[config.mk]
export PLATFORM = sky130hd
export DESIGN_NAME = id_rf_read_seq
export DESIGN_NICKNAME = d
export VERILOG_FILES = /design/src/rtl/id_rf_read_seq.sv
export SDC_FILE = /design/constraint.sdc
export NUM_CORES = 1
export LEC_CHECK = 0
export ABC_CLOCK_PERIOD_IN_PS = 5700
export BUFFER_PORTS_ARGS = -buffer_cell sky130_fd_sc_hd__buf_4
export CORE_UTILIZATION = 35
export DETAILED_ROUTE_END_ITERATION = 8
export SLEW_MARGIN = 40
export SYNTH_ARGS = -nofsm -noshare
export SYNTH_HDL_FRONTEND = slang
export SYNTH_SLANG_ARGS = --single-unit
[constraint.sdc]
create_clock -name clk -period 5.7 [get_ports clk]
set_input_delay 1.71 -clock clk [delete_from_list [all_inputs] [get_ports clk]]
set_output_delay 1.71 -clock clk [all_outputs]
set_load 0.03 [all_outputs]
[src/rtl/id_rf_read_seq.sv]
// Read-port sequencer: serialises up to two source-register reads onto one
// synchronous-read register-file port and returns both operands together.
module id_rf_read_seq #(
    parameter int RADDR_WIDTH = 5,
    parameter int RDATA_WIDTH = 32
) (
    input  logic                   clk,
    input  logic                   rst_n,
    input  logic                   req_valid_i,
    output logic                   req_ready_o,
    input  logic                   reg1_re_i,
    input  logic                   reg2_re_i,
    input  logic [RADDR_WIDTH-1:0] reg1_raddr_i,
    input  logic [RADDR_WIDTH-1:0] reg2_raddr_i,
    output logic                   rf_re_o,
    output logic [RADDR_WIDTH-1:0] rf_raddr_o,
    input  logic [RDATA_WIDTH-1:0] rf_rdata_i,
    input  logic                   wb_we_i,
    input  logic [RADDR_WIDTH-1:0] wb_waddr_i,
    input  logic [RDATA_WIDTH-1:0] wb_wdata_i,
    output logic                   out_valid_o,
    input  logic                   out_ready_i,
    output logic [RDATA_WIDTH-1:0] reg1_rdata_o,
    output logic [RDATA_WIDTH-1:0] reg2_rdata_o,
    input  logic                   flush_i,
    output logic                   busy_o
);

    typedef enum logic [2:0] {
        ST_IDLE  = 3'd0,
        ST_RD1   = 3'd1,
        ST_RD2   = 3'd2,
        ST_WAIT  = 3'd3,
        ST_VALID = 3'd4
    } state_t;

    localparam logic [RADDR_WIDTH-1:0] ADDR_ZERO = {RADDR_WIDTH{1'b0}};
    localparam logic [RDATA_WIDTH-1:0] DATA_ZERO = {RDATA_WIDTH{1'b0}};

    state_t                   state_r;
    state_t                   nxt_state_s;
    logic                     accept_s;
    logic                     need1_s;
    logic                     need2_s;
    logic [RADDR_WIDTH-1:0]   addr1_nxt_s;
    logic [RADDR_WIDTH-1:0]   addr2_nxt_s;
    logic [RADDR_WIDTH-1:0]   nxt_raddr_s;
    logic                     byp_hit_s;
    logic [RDATA_WIDTH-1:0]   cap_data_s;

    logic [RADDR_WIDTH-1:0]   addr1_r;
    logic [RADDR_WIDTH-1:0]   addr2_r;
    logic                     need1_r;
    logic                     need2_r;
    logic [1:0]               cap_sel_r;
    logic                     byp_r;
    logic [RDATA_WIDTH-1:0]   byp_data_r;
    logic [RDATA_WIDTH-1:0]   reg1_r;
    logic [RDATA_WIDTH-1:0]   reg2_r;

    logic                     req_ready_r;
    logic                     busy_r;
    logic                     out_valid_r;
    logic                     rf_re_r;
    logic [RADDR_WIDTH-1:0]   rf_raddr_r;

    assign accept_s    = req_valid_i & (state_r == ST_IDLE) & ~flush_i;
    assign need1_s     = reg1_re_i & (reg1_raddr_i != ADDR_ZERO);
    assign need2_s     = reg2_re_i & (reg2_raddr_i != ADDR_ZERO);
    assign addr1_nxt_s = accept_s ? reg1_raddr_i : addr1_r;
    assign addr2_nxt_s = accept_s ? reg2_raddr_i : addr2_r;

    // rf_raddr_r always holds the address being issued in RD1/RD2
    assign byp_hit_s  = ((state_r == ST_RD1) | (state_r == ST_RD2)) & wb_we_i &
                        (wb_waddr_i == rf_raddr_r);
    assign cap_data_s = byp_r ? byp_data_r : rf_rdata_i;

    assign req_ready_o  = req_ready_r;
    assign busy_o       = busy_r;
    assign out_valid_o  = out_valid_r;
    assign rf_re_o      = rf_re_r;
    assign rf_raddr_o   = rf_raddr_r;
    assign reg1_rdata_o = reg1_r;
    assign reg2_rdata_o = reg2_r;

    // Next-state selection; flush overrides every transition
    always_comb begin
        nxt_state_s = state_r;
        case (state_r)
            ST_IDLE: begin
                if (accept_s) begin
                    if (need1_s) begin
                        nxt_state_s = ST_RD1;
                    end else if (need2_s) begin
                        nxt_state_s = ST_RD2;
                    end else begin
                        nxt_state_s = ST_VALID;
                    end
                end else begin
                    nxt_state_s = ST_IDLE;
                end
            end
            ST_RD1: begin
                if (need2_r) begin
                    nxt_state_s = ST_RD2;
                end else begin
                    nxt_state_s = ST_WAIT;
                end
            end
            ST_RD2:  nxt_state_s = ST_WAIT;
            ST_WAIT: nxt_state_s = ST_VALID;
            ST_VALID: begin
                if (out_ready_i) begin
                    nxt_state_s = ST_IDLE;
                end else begin
                    nxt_state_s = ST_VALID;
                end
            end
            default: nxt_state_s = ST_IDLE;
        endcase
        if (flush_i) begin
            nxt_state_s = ST_IDLE;
        end else begin
            nxt_state_s = nxt_state_s;
        end
    end

    // Read address that will be on the port in the next state
    always_comb begin
        nxt_raddr_s = ADDR_ZERO;
        case (nxt_state_s)
            ST_RD1:  nxt_raddr_s = addr1_nxt_s;
            ST_RD2:  nxt_raddr_s = addr2_nxt_s;
            default: nxt_raddr_s = ADDR_ZERO;
        endcase
    end

    // State register with outputs registered from the next-state decode
    always_ff @(posedge clk or negedge rst_n) begin
        if (!rst_n) begin
            state_r     <= ST_IDLE;
            req_ready_r <= 1'b1;
            busy_r      <= 1'b0;
            out_valid_r <= 1'b0;
            rf_re_r     <= 1'b0;
            rf_raddr_r  <= ADDR_ZERO;
        end else begin
            state_r     <= nxt_state_s;
            req_ready_r <= (nxt_state_s == ST_IDLE);
            busy_r      <= (nxt_state_s != ST_IDLE);
            out_valid_r <= (nxt_state_s == ST_VALID);
            rf_re_r     <= (nxt_state_s == ST_RD1) | (nxt_state_s == ST_RD2);
            rf_raddr_r  <= nxt_raddr_s;
        end
    end

    // Request latch, capture steering, bypass tracking and operand registers
    always_ff @(posedge clk or negedge rst_n) begin
        if (!rst_n) begin
            addr1_r    <= ADDR_ZERO;
            addr2_r    <= ADDR_ZERO;
            need1_r    <= 1'b0;
            need2_r    <= 1'b0;
            cap_sel_r  <= 2'd0;
            byp_r      <= 1'b0;
            byp_data_r <= DATA_ZERO;
            reg1_r     <= DATA_ZERO;
            reg2_r     <= DATA_ZERO;
        end else if (flush_i) begin
            cap_sel_r <= 2'd0;
            byp_r     <= 1'b0;
        end else if (accept_s) begin
            addr1_r   <= reg1_raddr_i;
            addr2_r   <= reg2_raddr_i;
            need1_r   <= need1_s;
            need2_r   <= need2_s;
            cap_sel_r <= 2'd0;
            byp_r     <= 1'b0;
            if (!need1_s) begin
                reg1_r <= DATA_ZERO;
            end else begin
                reg1_r <= reg1_r;
            end
            if (!need2_s) begin
                reg2_r <= DATA_ZERO;
            end else begin
                reg2_r <= reg2_r;
            end
        end else begin
            case (state_r)
                ST_RD1: begin
                    cap_sel_r <= 2'd1;
                    byp_r     <= byp_hit_s;
                    if (byp_hit_s) begin
                        byp_data_r <= wb_wdata_i;
                    end else begin
                        byp_data_r <= byp_data_r;
                    end
                end
                ST_RD2: begin
                    // RD2 is also the capture cycle for a preceding RD1
                    cap_sel_r <= 2'd2;
                    if (cap_sel_r == 2'd1) begin
                        reg1_r <= cap_data_s;
                    end else begin
                        reg1_r <= reg1_r;
                    end
                    byp_r <= byp_hit_s;
                    if (byp_hit_s) begin
                        byp_data_r <= wb_wdata_i;
                    end else begin
                        byp_data_r <= byp_data_r;
                    end
                end
                ST_WAIT: begin
                    if ((cap_sel_r == 2'd1) && need1_r) begin
                        reg1_r <= cap_data_s;
                    end else if (cap_sel_r == 2'd2) begin
                        reg2_r <= cap_data_s;
                    end else begin
                        reg1_r <= reg1_r;
                    end
                    cap_sel_r <= 2'd0;
                    byp_r     <= 1'b0;
                end
                default: begin
                    cap_sel_r <= cap_sel_r;
                end
            endcase
        end
    end

endmodule

==> impl_metrics.toml <==
[worst_hold_path]
holdPathEnd = "reg2_rdata_o[31]"
holdCritPathClass = "register to register"
whs_path_depth = 2
worstHoldStart = "reg2_rdata_o[31]"

[logic_synthesis]
synthArstFlopShare_pct = 100.0
ys_warn_count = 0
synth_seq_cells = 118
syn_inst = 386
synth-edff-count = 0
synthesis.area_um2 = 4907
syn-num-nets = 473
yosysUniqueCellTypes = 39
yosysSeqAreaShare_pct = 60.20
syn_avg_cell_area_um2 = 12.71
synth_flop_cell = "dfrtp_1"

[worst_setup_path]
cp_top_family = "simple AND/OR/NAND/NOR gates"
crit_path_top_delay_cell = "or4_1"
worst_setup_path_end_kind = "register"
r2r-start = "state_r[2]"
crit_required_ps = 5960
r2r_slack_ps = 3400
regToRegEndpoint = "reg1_rdata_o[20]"
cp_max_fo = 21
path_cells = "buf_4 > or4_1 > o21a_4 > nor2_1 > o21ai_4 > buf_8 > o2bb2ai_1"
ff2ff_path_depth = 6
max_stage_delay_ps = 530
start_kind = "input pin"
cp_data_arrival_time_ps = 3440
crit_type = "input pin to register"
crit_buf_inv = 2

[finish]
area_growth_pct = 39.98
diodes = 0
fillers = 1235
drive_gt1_share_pct = 42.47
fin_cells = 734
nNetsFinal = 633

[placement]
io_buffers = 159
dp_cells = 703
routabilityCongestion = 0.7890
dp_hpwl_um = 8632

[sta]
fin_skew_ps = 7.933
setup_viol = 0
fin_setup_tns_ps = 0
post-route-period-util_pct = 55.68
whs_ps = 477.2
max_clock_freq_mhz = 315.1
rsz0062_at_grt = "false"
tightest_slew_ps = 713.2
slew_viol_final = 0
relSlewSlack_pct = 52.45
hold_viol_final = 0
min_period_ps = 3174

[pwr]
combPwrFrac_pct = 23.2
switchingPower_w = 0.0008368
finalPower_w = 0.002870
power_frac_seq_pct = 38.5
ir_drop_mv = 0.2093
p_per_area_nw_per_um2 = 417.8
power.internal_w = 0.002033
switching_share_pct = 29.16
leakage_nw = 3.337
clkPwrFrac_pct = 38.2

[grt]
antenna_found_initial = 0
grt_max_degree = 62
grt_usage_pct = 18.11
grt_pass1_vias = 3812
grt_pass1_wl_um = 19860
grt_overflow = 0

[clocking]
post_cts_buffers = 0
clk_pin_slew_ps = 50
h-tree-depth = 4
cts_root_buf = "clkbuf_16"
postCtsHoldBufs = 0
insertion_delay_ps = 410
cts_tree = "built"
cts-buffers-inserted = 17
cts_resized = 0
clock-sinks = 118
clk_path_buf_depth = 2

[routing]
vias = 3664
ant_nets = 0
drt_wl_total_um = 12530
firstDrtPassIters = 4
initialDrtViolationCount = 246
vias_per_cell = 4.992
wl_per_cell_um = 17.06
drc = 0

[run_status]
status = "completed"

[floorplanning]
die-area_um2 = 14500
top_level_ports = 160
die_x_um = 120.4
start_util_pct = 36.48
die_y_um = 120.4
coreArea_um2 = 13450
row_count = 42

[job]
max-cap-violations = 0
==> worst reg2reg max path, cell delays in order, from the launching register on <==
cell and delay (ps):
dfrtp_1 500, nor2_1 290, nand3_1 390, nor2_1 410
o21ai_4 210, buf_8 220, o2bb2ai_1 150
==> registers in the layout, indices dropped and copies added, names as in the netlist <==
| name | count |
|---|---|
| busy_o | 1 |
| rf_re_o | 1 |
| req_ready_o | 1 |
| byp_data_r | 32 |
| need2_r | 1 |
| out_valid_o | 1 |
| reg2_rdata_o | 32 |
| byp_r | 1 |
| state_r | 3 |
| need1_r | 1 |
| addr2_r | 5 |
| cap_sel_r | 2 |
| rf_raddr_o | 5 |
| reg1_rdata_o | 32 |
==> layout by cell type, fill, tap and decap left out, drive strengths merged, types with 2 or more instances in the layout <==
cell and count:
bufinv 4, nand2b 8, mux2i 33, o2bb2ai 34, clkbuf 22, or4 2, xor2 3, o21ai 37
buf 166, nand3 6, nand2 43, dfrtp 117, nand4 2, nor2b 3, xnor2 3, nor2 9
o211ai 5, mux2 37, a21oi 4, nor3 2, clkinv 4
==> kinds of logic (layout without fill, tap and decap cells) <==
| family | count (synthesis) | after routing | share of synthesized area, % |
|---|---|---|---|
| xor+xnor | 6 | 6 | 1.071 |
| simple gates | 80 | 80 | 7.777 |
| compound gates | 86 | 86 | 12.57 |
| flops | 118 | 118 | 60.20 |
| mux | 70 | 70 | 15.22 |
| buf+inv | 26 | 198 | 3.162 |
==> cell usage after synthesis, drive strengths merged (4+ instances only) <==
cell type | number | share of area [%]
dfrtp | 117 | 60
nand2 | 43 | 3.3
mux2 | 37 | 8.5
o21ai | 37 | 3.9
o2bb2ai | 34 | 6.1
mux2i | 33 | 6.7
clkbuf | 14 | 1.1
buf | 11 | 2.0
nor2 | 9 | 0.74
nand2b | 8 | 1.0
nand3 | 6 | 0.61
o211ai | 5 | 0.76
a21oi | 4 | 0.41
==> power groups by stage <==
stage                     Clock [W]  Combinational, W  Sequential [W]
after floorplan                   0          0.000326         0.00121
after detailed placement          0          0.000673         0.00112
after global routing        0.00116          0.000719         0.00112
after global placement            0          0.000646         0.00111
after CTS                   0.00111          0.000674         0.00111
final                       0.00110          0.000667         0.00111
==> worst max path at each step <==
stage / start / end / cells after the start
final: reg1_raddr_i[1] / reg1_rdata_o[20] / 7
after floorplan: reg1_raddr_i[1] / busy_o / 5
after detailed placement: reg1_raddr_i[1] / reg1_rdata_o[16] / 7
after CTS: reg1_raddr_i[1] / reg1_rdata_o[20] / 7
after global placement: reg1_raddr_i[1] / reg1_rdata_o[20] / 6
after global routing: flush_i / reg1_rdata_o[20] / 7
==> layout make-up <==
| type | instances | area (um^2) | share of cell area, % |
|---|---|---|---|
| Tap cell | 176 | 220.2 | 3.206 |
| Timing Repair Buffer | 166 | 1265 | 18.42 |
| Clock inverter | 9 | 151.4 | 2.204 |
| Inverter | 1 | 3.754 | 0.05464 |
| Multi-Input combinational cell | 242 | 1817 | 26.45 |
| Sequential cell | 118 | 2958 | 43.06 |
| Clock buffer | 22 | 454.2 | 6.612 |
==> stage by stage <==
stage                     worst slack [ps]  util, %  area (um^2)
after global routing                  2414    51.06         6869
final                                 2526    51.06         6869
after global placement                2161    46.29         6227
after CTS                             2545    51.03         6865
after floorplan                       2498        -         4907
after detailed placement              2109    46.53         6260
==> routing by layer <==
metal,GRT usage (%),wire [um]
met1,23.54,5780
met2,27.95,5743
met3,6.745,844
met4,5.710,157
met5,0,0
Note: power is estimated with default switching activity, not from simulation.
